## config.mk

```make
export PLATFORM = sky130hd
export DESIGN_NAME = timer_ctrl
export DESIGN_NICKNAME = d
export VERILOG_FILES = /design/src/rtl/timer_pkg.sv /design/src/rtl/key_debounce.sv /design/src/rtl/timer_ctrl.sv
export SDC_FILE = /design/constraint.sdc
export NUM_CORES = 1
export LEC_CHECK = 0
export ABC_AREA = 1
export CAP_MARGIN = 10
export CORE_AREA = 2 2 74 76
export CTS_CLUSTER_DIAMETER = 120
export DETAILED_ROUTE_END_ITERATION = 8
export DIE_AREA = 0 0 76 78
export GPL_TIMING_DRIVEN = 0
export PLACE_DENSITY = 0.8
export SETUP_SLACK_MARGIN = 0.5
export SLEW_MARGIN = 20
export SYNTH_ARGS = -nofsm -noshare
export SYNTH_HDL_FRONTEND = slang
export SYNTH_SLANG_ARGS = --single-unit
```

## constraint.sdc

```tcl
create_clock -name clk_raw -period 1.2 [get_ports clk_raw]
set_input_delay 0.12 -clock clk_raw [delete_from_list [all_inputs] [get_ports clk_raw]]
set_output_delay 0.12 -clock clk_raw [all_outputs]
set_load 0.01 [all_outputs]
```

## src/rtl/timer_pkg.sv

```systemverilog
// timer_pkg: shared types and constants for the timer control sequencer.
//   state_e  - FSM state encoding, also driven out on the 3-bit state port
//   mode_e   - selected timing function
//   K_*      - bit positions of the used keys on the 12-bit keystroke bus
package timer_pkg;

  typedef enum logic [2:0] {
    StIdle  = 3'd0,
    StSet   = 3'd1,
    StRun   = 3'd2,
    StPause = 3'd3,
    StDone  = 3'd4
  } state_e;

  typedef enum logic {
    ModeStopwatch = 1'b0,
    ModeCountdown = 1'b1
  } mode_e;

  localparam int unsigned K_SW    = 1;
  localparam int unsigned K_CD    = 3;
  localparam int unsigned K_SET   = 5;
  localparam int unsigned K_RUN   = 7;
  localparam int unsigned K_START = 8;
  localparam int unsigned K_CLR   = 9;

  localparam int unsigned NUM_KEYS = 6;

endpackage

```

## src/rtl/key_debounce.sv

```systemverilog
// key_debounce: 2-flop synchroniser followed by a consecutive-sample debouncer.
//   clk_raw  in  system clock
//   rst_n    in  asynchronous active-low reset
//   key_raw  in  raw key level, asynchronous to clk_raw
//   level    out debounced key level
//   rise     out one-cycle strobe in the cycle after level goes 0->1
module key_debounce #(
  parameter int unsigned DB_CYCLES = 3
) (
  input  logic clk_raw,
  input  logic rst_n,
  input  logic key_raw,
  output logic level,
  output logic rise
);

  logic       sync1_q;
  logic       sync2_q;
  logic       level_q;
  logic       level_prev_q;
  logic [3:0] cnt_q;

  // cnt_q counts synchronised samples that differ from the accepted level; the
  // level flips on the sample after DB_CYCLES differing ones, so a pulse must
  // last DB_CYCLES+1 cycles to be accepted.
  always_ff @(posedge clk_raw or negedge rst_n) begin
    if (!rst_n) begin
      sync1_q      <= 1'b0;
      sync2_q      <= 1'b0;
      level_q      <= 1'b0;
      level_prev_q <= 1'b0;
      cnt_q        <= 4'd0;
    end else begin
      sync1_q      <= key_raw;
      sync2_q      <= sync1_q;
      level_prev_q <= level_q;
      if (sync2_q == level_q) begin
        cnt_q <= 4'd0;
      end else if (cnt_q == 4'(DB_CYCLES)) begin
        level_q <= sync2_q;
        cnt_q   <= 4'd0;
      end else begin
        cnt_q <= cnt_q + 4'd1;
      end
    end
  end

  assign level = level_q;
  assign rise  = level_q & ~level_prev_q;

endmodule

```

## src/rtl/timer_ctrl.sv

```systemverilog
// timer_ctrl: keystroke-driven sequencer for the timing datapath.
//   clk_raw   in  system clock
//   rst_n     in  asynchronous active-low reset
//   keystroke in  raw 12-bit key bus (asynchronous)
//   tick      in  one-cycle time-base strobe
//   zero      in  datapath count equals 0
//   cnt_en    out counter advances this cycle (combinational)
//   up_dn     out 1 = count up (stopwatch), 0 = count down
//   cnt_clr   out one-cycle counter clear pulse
//   set_inc   out one-cycle increment-set-digit pulse
//   alarm     out countdown expired indicator
//   state     out current FSM state
module timer_ctrl
  import timer_pkg::*;
#(
  parameter int unsigned DB_CYCLES   = 3,
  parameter int unsigned ALARM_TICKS = 10
) (
  input  logic        clk_raw,
  input  logic        rst_n,
  input  logic [11:0] keystroke,
  input  logic        tick,
  input  logic        zero,
  output logic        cnt_en,
  output logic        up_dn,
  output logic        cnt_clr,
  output logic        set_inc,
  output logic        alarm,
  output logic [2:0]  state
);

  logic [NUM_KEYS-1:0] key_raw;
  logic [NUM_KEYS-1:0] key_lvl;
  logic [NUM_KEYS-1:0] key_rise;

  assign key_raw = {keystroke[K_CLR], keystroke[K_START], keystroke[K_RUN],
                    keystroke[K_SET], keystroke[K_CD], keystroke[K_SW]};

  for (genvar i = 0; i < NUM_KEYS; i++) begin : g_key
    key_debounce #(
      .DB_CYCLES(DB_CYCLES)
    ) u_key_debounce (
      .clk_raw(clk_raw),
      .rst_n  (rst_n),
      .key_raw(key_raw[i]),
      .level  (key_lvl[i]),
      .rise   (key_rise[i])
    );
  end

  logic sw_lvl, cd_lvl, set_lvl, run_lvl, start_e, clr_e;
  assign sw_lvl  = key_lvl[0];
  assign cd_lvl  = key_lvl[1];
  assign set_lvl = key_lvl[2];
  assign run_lvl = key_lvl[3];
  assign start_e = key_rise[4];
  assign clr_e   = key_rise[5];

  logic unused_sig;
  assign unused_sig = ^{keystroke[0], keystroke[2], keystroke[4], keystroke[6],
                        keystroke[11:10], key_rise[3:0], key_lvl[5:4]};

  state_e     state_q, state_d;
  mode_e      mode_q, mode_d;
  logic       clr_q, clr_d;
  logic       inc_q, inc_d;
  logic [7:0] alarm_cnt_q, alarm_cnt_d;

  always_ff @(posedge clk_raw or negedge rst_n) begin
    if (!rst_n) begin
      state_q     <= StIdle;
      mode_q      <= ModeStopwatch;
      clr_q       <= 1'b0;
      inc_q       <= 1'b0;
      alarm_cnt_q <= 8'd0;
    end else begin
      state_q     <= state_d;
      mode_q      <= mode_d;
      clr_q       <= clr_d;
      inc_q       <= inc_d;
      alarm_cnt_q <= alarm_cnt_d;
    end
  end

  // Mode keys are only honoured in IDLE; stopwatch wins if both are held.
  always_comb begin
    mode_d = mode_q;
    if (state_q == StIdle) begin
      if (sw_lvl) begin
        mode_d = ModeStopwatch;
      end else if (cd_lvl) begin
        mode_d = ModeCountdown;
      end
    end
  end

  always_comb begin
    state_d     = state_q;
    clr_d       = 1'b0;
    inc_d       = 1'b0;
    alarm_cnt_d = alarm_cnt_q;
    unique case (state_q)
      StIdle: begin
        if (clr_e) begin
          clr_d = 1'b1;
        end else if (start_e && run_lvl) begin
          state_d = StRun;
        end else if (set_lvl && (mode_q == ModeCountdown)) begin
          state_d = StSet;
        end
      end
      StSet: begin
        if (clr_e) begin
          clr_d = 1'b1;
        end else if (start_e) begin
          inc_d = 1'b1;
        end
        if (!set_lvl) begin
          state_d = StIdle;
        end
      end
      StRun: begin
        if (clr_e) begin
          state_d = StIdle;
          clr_d   = 1'b1;
        end else if (start_e) begin
          state_d = StPause;
        end else if ((mode_q == ModeCountdown) && zero && tick) begin
          state_d = StDone;
        end else if (!run_lvl) begin
          state_d = StPause;
        end
      end
      StPause: begin
        if (clr_e) begin
          state_d = StIdle;
          clr_d   = 1'b1;
        end else if (start_e && run_lvl) begin
          state_d = StRun;
        end
      end
      StDone: begin
        // Count is already 0 here, so leaving DONE issues no clear.
        if (start_e || clr_e) begin
          state_d = StIdle;
        end else if (tick) begin
          if (alarm_cnt_q == 8'(ALARM_TICKS - 1)) begin
            state_d = StIdle;
          end else begin
            alarm_cnt_d = alarm_cnt_q + 8'd1;
          end
        end
      end
      default: state_d = StIdle;
    endcase
    if (state_d != StDone) begin
      alarm_cnt_d = 8'd0;
    end
  end

  // Suppress the count-down step at zero so the counter never wraps below 0.
  assign cnt_en  = tick && (state_q == StRun) && !((mode_q == ModeCountdown) && zero);
  assign up_dn   = (mode_q == ModeStopwatch);
  assign cnt_clr = clr_q;
  assign set_inc = inc_q;
  assign alarm   = (state_q == StDone);
  assign state   = state_q;

endmodule

```

# Word-level counts from Yosys, hierarchy flattened
# Cells that the tools add are included.
dict set report op_classes {
  add_sub_neg 7
  eq_ne 20
  muxes 38
  n_bitwise 11
  reduce_logical 21
}
# op n
set ops {}
lappend ops {{$mux W4} 12}
lappend ops {{$mux W8} 5}
lappend ops {{$mux W3} 13}
lappend ops {{$add A4 B1 Y4 const B} 6}
lappend ops {{$eq A4 B2 Y1 const B} 6}
lappend ops {{$pmux W3 S5} 1}
lappend ops {{$reduce_and A2 Y1} 7}
lappend ops {{$not A1 Y1} 9}
lappend ops {{$add A8 B1 Y8 const B} 1}
lappend ops {{$eq A8 B4 Y1 const B} 1}
lappend ops {{$mux W1} 7}
lappend ops {{$eq A1 B1 Y1} 6}
lappend ops {{$eq A3 B2 Y1 const B} 2}
lappend ops {{$logic_and A1 B1 Y1} 6}
lappend ops {{$reduce_bool A2 Y1} 3}
lappend ops {{$ne A2 B1 Y1 const B} 2}
lappend ops {{$reduce_and A4 Y1} 1}
lappend ops {{$reduce_or A4 Y1} 1}
lappend ops {{$eq A3 B1 Y1 const B} 1}
lappend ops {{$eq A3 B3 Y1 const B} 1}
lappend ops {{$logic_not A3 Y1} 1}
lappend ops {{$ne A3 B3 Y1 const B} 1}
lappend ops {{$and A1 B1 Y1} 2}
lappend ops {{$logic_not A1 Y1} 1}
lappend ops {{$logic_or A1 B1 Y1} 1}
dict set report totals {
  ff_bits 58
  input_bits 16
  out_inout_bits 8
  elab_cells 128
}

# Longest topological paths before layout
dict set report logic_depth {
  depth_word 9
  mapped_depth 10
  depth_no_buf 9
}

# Hierarchy
# From an unflattened synthesis, not the netlist that was laid out.
dict set report unflattened {
  hier_cells 328
  area_unflattened_um2 2798.9
}
# module n_inst cells_per_inst area_each_um2 seq_area_each_um2
set by_module_without_submodules {}
lappend by_module_without_submodules {{key_debounce at g_key[1].u_key_debounce ...} 5 32 312.8 200.2}
lappend by_module_without_submodules {timer_ctrl 1 138 922.1 350.3}
lappend by_module_without_submodules {{key_debounce at g_key[0].u_key_debounce} 1 30 312.8 200.2}

# Worst setup path before layout
# No wires, ideal clock.
dict set report synth_path {
  path_type {register to register}
  from {register alarm_cnt_q[1]}
  to {register alarm_cnt_q[6]}
  setup_ns 0.118
  arrival_time_ns 1.207
  required_time_ns 1.082
  path_slack_ns -0.125
  path_stages_with_launch 11
  path_cell_list {dfrtp_1 > inv_1 > ha_1 > nand3_1 > nor2_1 > nand2_1 > nand2_2 > nand2_4 > buf_6 > nand3_1 > nand2_1}
}
dict set report synth_via {
  elab_chain_cells 8
}
# element line
set synth_rtl {}
lappend synth_rtl {{start: declaration} timer_ctrl.sv:67} ;# logic [7:0] alarm_cnt_q, alarm_cnt_d;
lappend synth_rtl {{start signal: assignment} timer_ctrl.sv:81} ;# alarm_cnt_q <= alarm_cnt_d;
lappend synth_rtl {{$eq A8 B4 Y1 *} timer_ctrl.sv:147} ;# if (alarm_cnt_q == 8'(ALARM_TICKS - 1)) begin
lappend synth_rtl {{$mux W3 *} timer_ctrl.sv:147}
lappend synth_rtl {{$mux W3 *} timer_ctrl.sv:146} ;# end else if (tick) begin
lappend synth_rtl {{$mux W3 *} timer_ctrl.sv:144} ;# if (start_e || clr_e) begin
lappend synth_rtl {{$pmux W3 S5 *} timer_ctrl.sv:102} ;# unique case (state_q)
lappend synth_rtl {{net state_d[2]} timer_ctrl.sv:63} ;# state_e state_q, state_d;
lappend synth_rtl {{$ne A3 B3 Y1 *} timer_ctrl.sv:156} ;# if (state_d != StDone) begin
lappend synth_rtl {{$ne A2 B1 Y1 (no line) or $reduce_bool A2 Y1 (tied branches)} --}
lappend synth_rtl {{$reduce_and A4 Y1 (no line)} --}
# Mark *: on every way through the listed nets, which the timed path passes. The rest lies on a longest branch. The select of a mux whose other input is x is not followed.
# A chain may end at the register's enable or synchronous reset.

# Worst setup path after layout
dict set report layout_path {
  from {register alarm_cnt_q[1]}
  to {register alarm_cnt_q[5]}
}
# The elaborated chain is that of the path after synthesis.

==> results.txt <==
Initial DRC Count - 198
core area - 5040 um2
final cell utilization of the core - 0.800
Synth warnings - 0
Pre-antenna DRT Iters - 4
clk sink count - 58
CP Class - flip-flop to flip-flop
final hold vios - 58
total power - 8700 uW
PortBufs - 17
Inserted Clock Buffers - 9
CTS tree - yes
Setup WS post-layout - -0.322 ns
Pleak - 0.00185 uW
Clock Latency Late Sink - 0.34 ns
critical-path maximum fanout - 7
number of synthesized register bits - 58
Syn Area/Cell - 9.85 um2
gr busiest metal - met2
I/O pin count - 24
Post-Syn Instances - 258
Root Driver - clkbuf_8
Max-slew headroom - 0.535
gr ovfl total - 0
element type at the critical path end - flip-flop
Clock Tree Buf Depth - 2
WL final - 6.80 mm
antenna viol nets, final - 0
wire length per cell - 16.6 um
GRT Total Usage - 0.201
DP Worst Slack - -0.442 ns
Final setup viols - 17
status - finished with violations
DR vias/cell - 5.14
H-tree depth - 3
DPL Wire Length - 2.84 mm
post-synthesis sequential area ratio - 0.571
vias in the first global route - 2019
Mapped Nets - 282
drt drc - 0
Synth cell types - 27
unrepaired setup endpoints after global routing - true
NumNets Final - 358
Pwr Density - 2160 nW/um2
maximum vdd drop - 0.00168 V
Max Clock Skew - 0.00919 ns
first-pass GRT wire length - 9.24 mm
max-slew violations - 0
Min Hold Slack - -0.187 ns
MaxCap Viol Count - 0
met2 GRT Util - 0.321
Worst-path clk slew - 0.07 ns
Final min period - 1.52 ns
largest net degree at the start of global routing - 59
Worst EP required - 1.44 ns
initial antenna violation count - 0
failing checks - hold timing, setup timing
via count - 2101
GRT met3 Usage - 0.0465
Max Freq - 657 MHz
P&R area growth vs syn - 58.7%
chip width - 76 um
share of post-route cells with drive strength above 1 - 0.534
die height - 78 um
Least-Margin Pin Slew - 0.698 ns
CP arrival - 1.76 ns
die footprint - 5930 um2
# rows - 26
Final Cycle Share - 1.27
GPL Wtd Cong - 0.788
synthesized area - 2540 um2
met1 Usage GRT - 0.249
Min-Delay Path Class - primary input to asynchronous set/reset pin
antenna cells - 0
Setup crit start kind - flip-flop
Starting Density - 0.504
per-layer routing:
| metal | up-vias | part of all wire |
|---|---|---|
| li1 | 976 | - |
| met1 | 1034 | 0.39 |
| met2 | 71 | 0.53 |
| met3 | 20 | 0.050 |
| met4 | 0 | 0.023 |
| met5 | - | 0 |
synthesized netlist by cell type:
| cell | n | share of area |
|---|---|---|
| or2_0 | 2 | 0.0049 |
| inv_1 | 24 | 0.035 |
| buf_6 | 1 | 0.0044 |
| nor2_1 | 41 | 0.061 |
| nand3_1 | 29 | 0.057 |
| o21ai_1 | 1 | 0.0020 |
| nor3b_1 | 1 | 0.0030 |
| xor2_1 | 11 | 0.038 |
| nand2_2 | 1 | 0.0025 |
| ha_1 | 8 | 0.039 |
| nand3_4 | 1 | 0.0069 |
| mux2_2 | 5 | 0.022 |
| nand2_4 | 1 | 0.0044 |
| o2111ai_1 | 1 | 0.0034 |
| nand2_1 | 45 | 0.066 |
| and2_1 | 1 | 0.0025 |
| nor2_2 | 2 | 0.0049 |
| a22oi_1 | 1 | 0.0030 |
| o21ai_0 | 2 | 0.0039 |
| nor2_4 | 1 | 0.0044 |
| dfrtp_1 | 58 | 0.57 |
| nand3b_1 | 2 | 0.0059 |
| nand3_2 | 1 | 0.0039 |
| a21oi_1 | 2 | 0.0039 |
| xnor2_1 | 11 | 0.038 |
| nor3_1 | 2 | 0.0039 |
| inv_2 | 3 | 0.0044 |
kinds of logic after synthesis:
family          count (synthesis)  share of synthesized area
compound gates                  7                     0.0162
xor+xnor                       22                     0.0758
fa+ha+maj                       8                     0.0394
buf+inv                        28                     0.0443
flops                          58                      0.571
mux                             5                     0.0221
simple gates                  130                      0.231
critical path, cell delays in order (launching register included):
cell	delay (ns)
dfrtp_1	0.40
inv_1	0.08
ha_2	0.17
nand3_2	0.09
nor2_2	0.11
nand2_1	0.08
nand2_2	0.11
nand2_4	0.09
buf_6	0.15
nand3_1	0.07
nand2_1	0.06
state kept, by name, summed over array words and instances, names as in the netlist:
signal / cells
g_key.u_key_debounce.cnt_q: 24
alarm_cnt_q: 8
g_key.u_key_debounce.level: 6
g_key.u_key_debounce.sync1_q: 6
g_key.u_key_debounce.sync2_q: 6
state: 3
g_key.u_key_debounce.level_prev_q: 2
cnt_clr: 1
mode_q: 1
set_inc: 1
path summary, 6_finish.rpt:
| kind | start | depth (start not counted) | slack, ns | end |
|---|---|---|---|---|
| hold / removal | rst_n | 1 | -0.19 | g_key[1].u_key_debounce.cnt_q[1]$_DFF_PN0_ |
| min in group clk_raw | keystroke[1] | 1 | 0.21 | g_key[0].u_key_debounce.sync1_q$_DFF_PN0_ |
| setup / recovery | alarm_cnt_q[1]$_DFFE_PN0P_ | 10 | -0.32 | alarm_cnt_q[5]$_DFFE_PN0P_ |
| hold reg to reg | g_key[4].u_key_debounce.sync1_q$_DFF_PN0_ | 0 | 0.35 | g_key[4].u_key_debounce.sync2_q$_DFF_PN0_ |
| max in group asynchronous | rst_n | 1 | 0.87 | g_key[4].u_key_debounce.level$_DFFE_PN0P_ |
| setup reg to reg | alarm_cnt_q[1]$_DFFE_PN0P_ | 10 | -0.32 | alarm_cnt_q[5]$_DFFE_PN0P_ |
power breakdown:
part	internal, uW	switching [uW]
Clock	1370	849
Combinational	1880	1650
Sequential	2430	522
Total	5690	3020
final cells by class:
| class | instances | area, um2 |
|---|---|---|
| clock inverters | 7 | 118 |
| multi-input cells | 173 | 1500 |
| clock buffers | 9 | 124 |
| fillers | 253 | 1010 |
| well taps | 70 | 87.6 |
| inverters | 27 | 104 |
| repair buffers | 64 | 626 |
| plain buffers | 1 | 11.3 |
| flip-flops and latches | 58 | 1470 |
cell usage in the layout (no fill, tap or decap), types with 12 or more instances in the layout:
cell | synthesis | final
nand3_1 | 29 | 17
buf_4 | 0 | 20
nor2_2 | 2 | 14
nand3_2 | 1 | 12
dfrtp_1 | 58 | 44
nor2_1 | 41 | 21
dfrtp_2 | 0 | 14
nand2_1 | 45 | 31
inv_1 | 24 | 18
buf_6 | 1 | 33
through the flow:
| stage | std cells | hold slack [ns] | setup TNS (ns) | area (um2) |
|---|---|---|---|---|
| detailed placement | 345 | 0.225 | -3.54 | 2980 |
| global placement | 345 | 0.331 | -104.25 | 2990 |
| floorplan | 258 | -0.176 | -0.732 | 2730 |
| finish | 409 | -0.187 | -3.47 | 4040 |
| CTS | 389 | -0.143 | -1.84 | 3610 |
| global route | 409 | -0.102 | -4.11 | 4040 |
timing repair:
item / in CTS / in global routing
endpoints found under the hold margin: 58 / 58
resized for setup: 88 / 64
pin swaps: 31 / 29
setup buffers: 27 / 19
setup endpoints to repair: 52 / 52
gates cloned: 1 / 1
No activity file was read; power rests on OpenSTA's default activity.
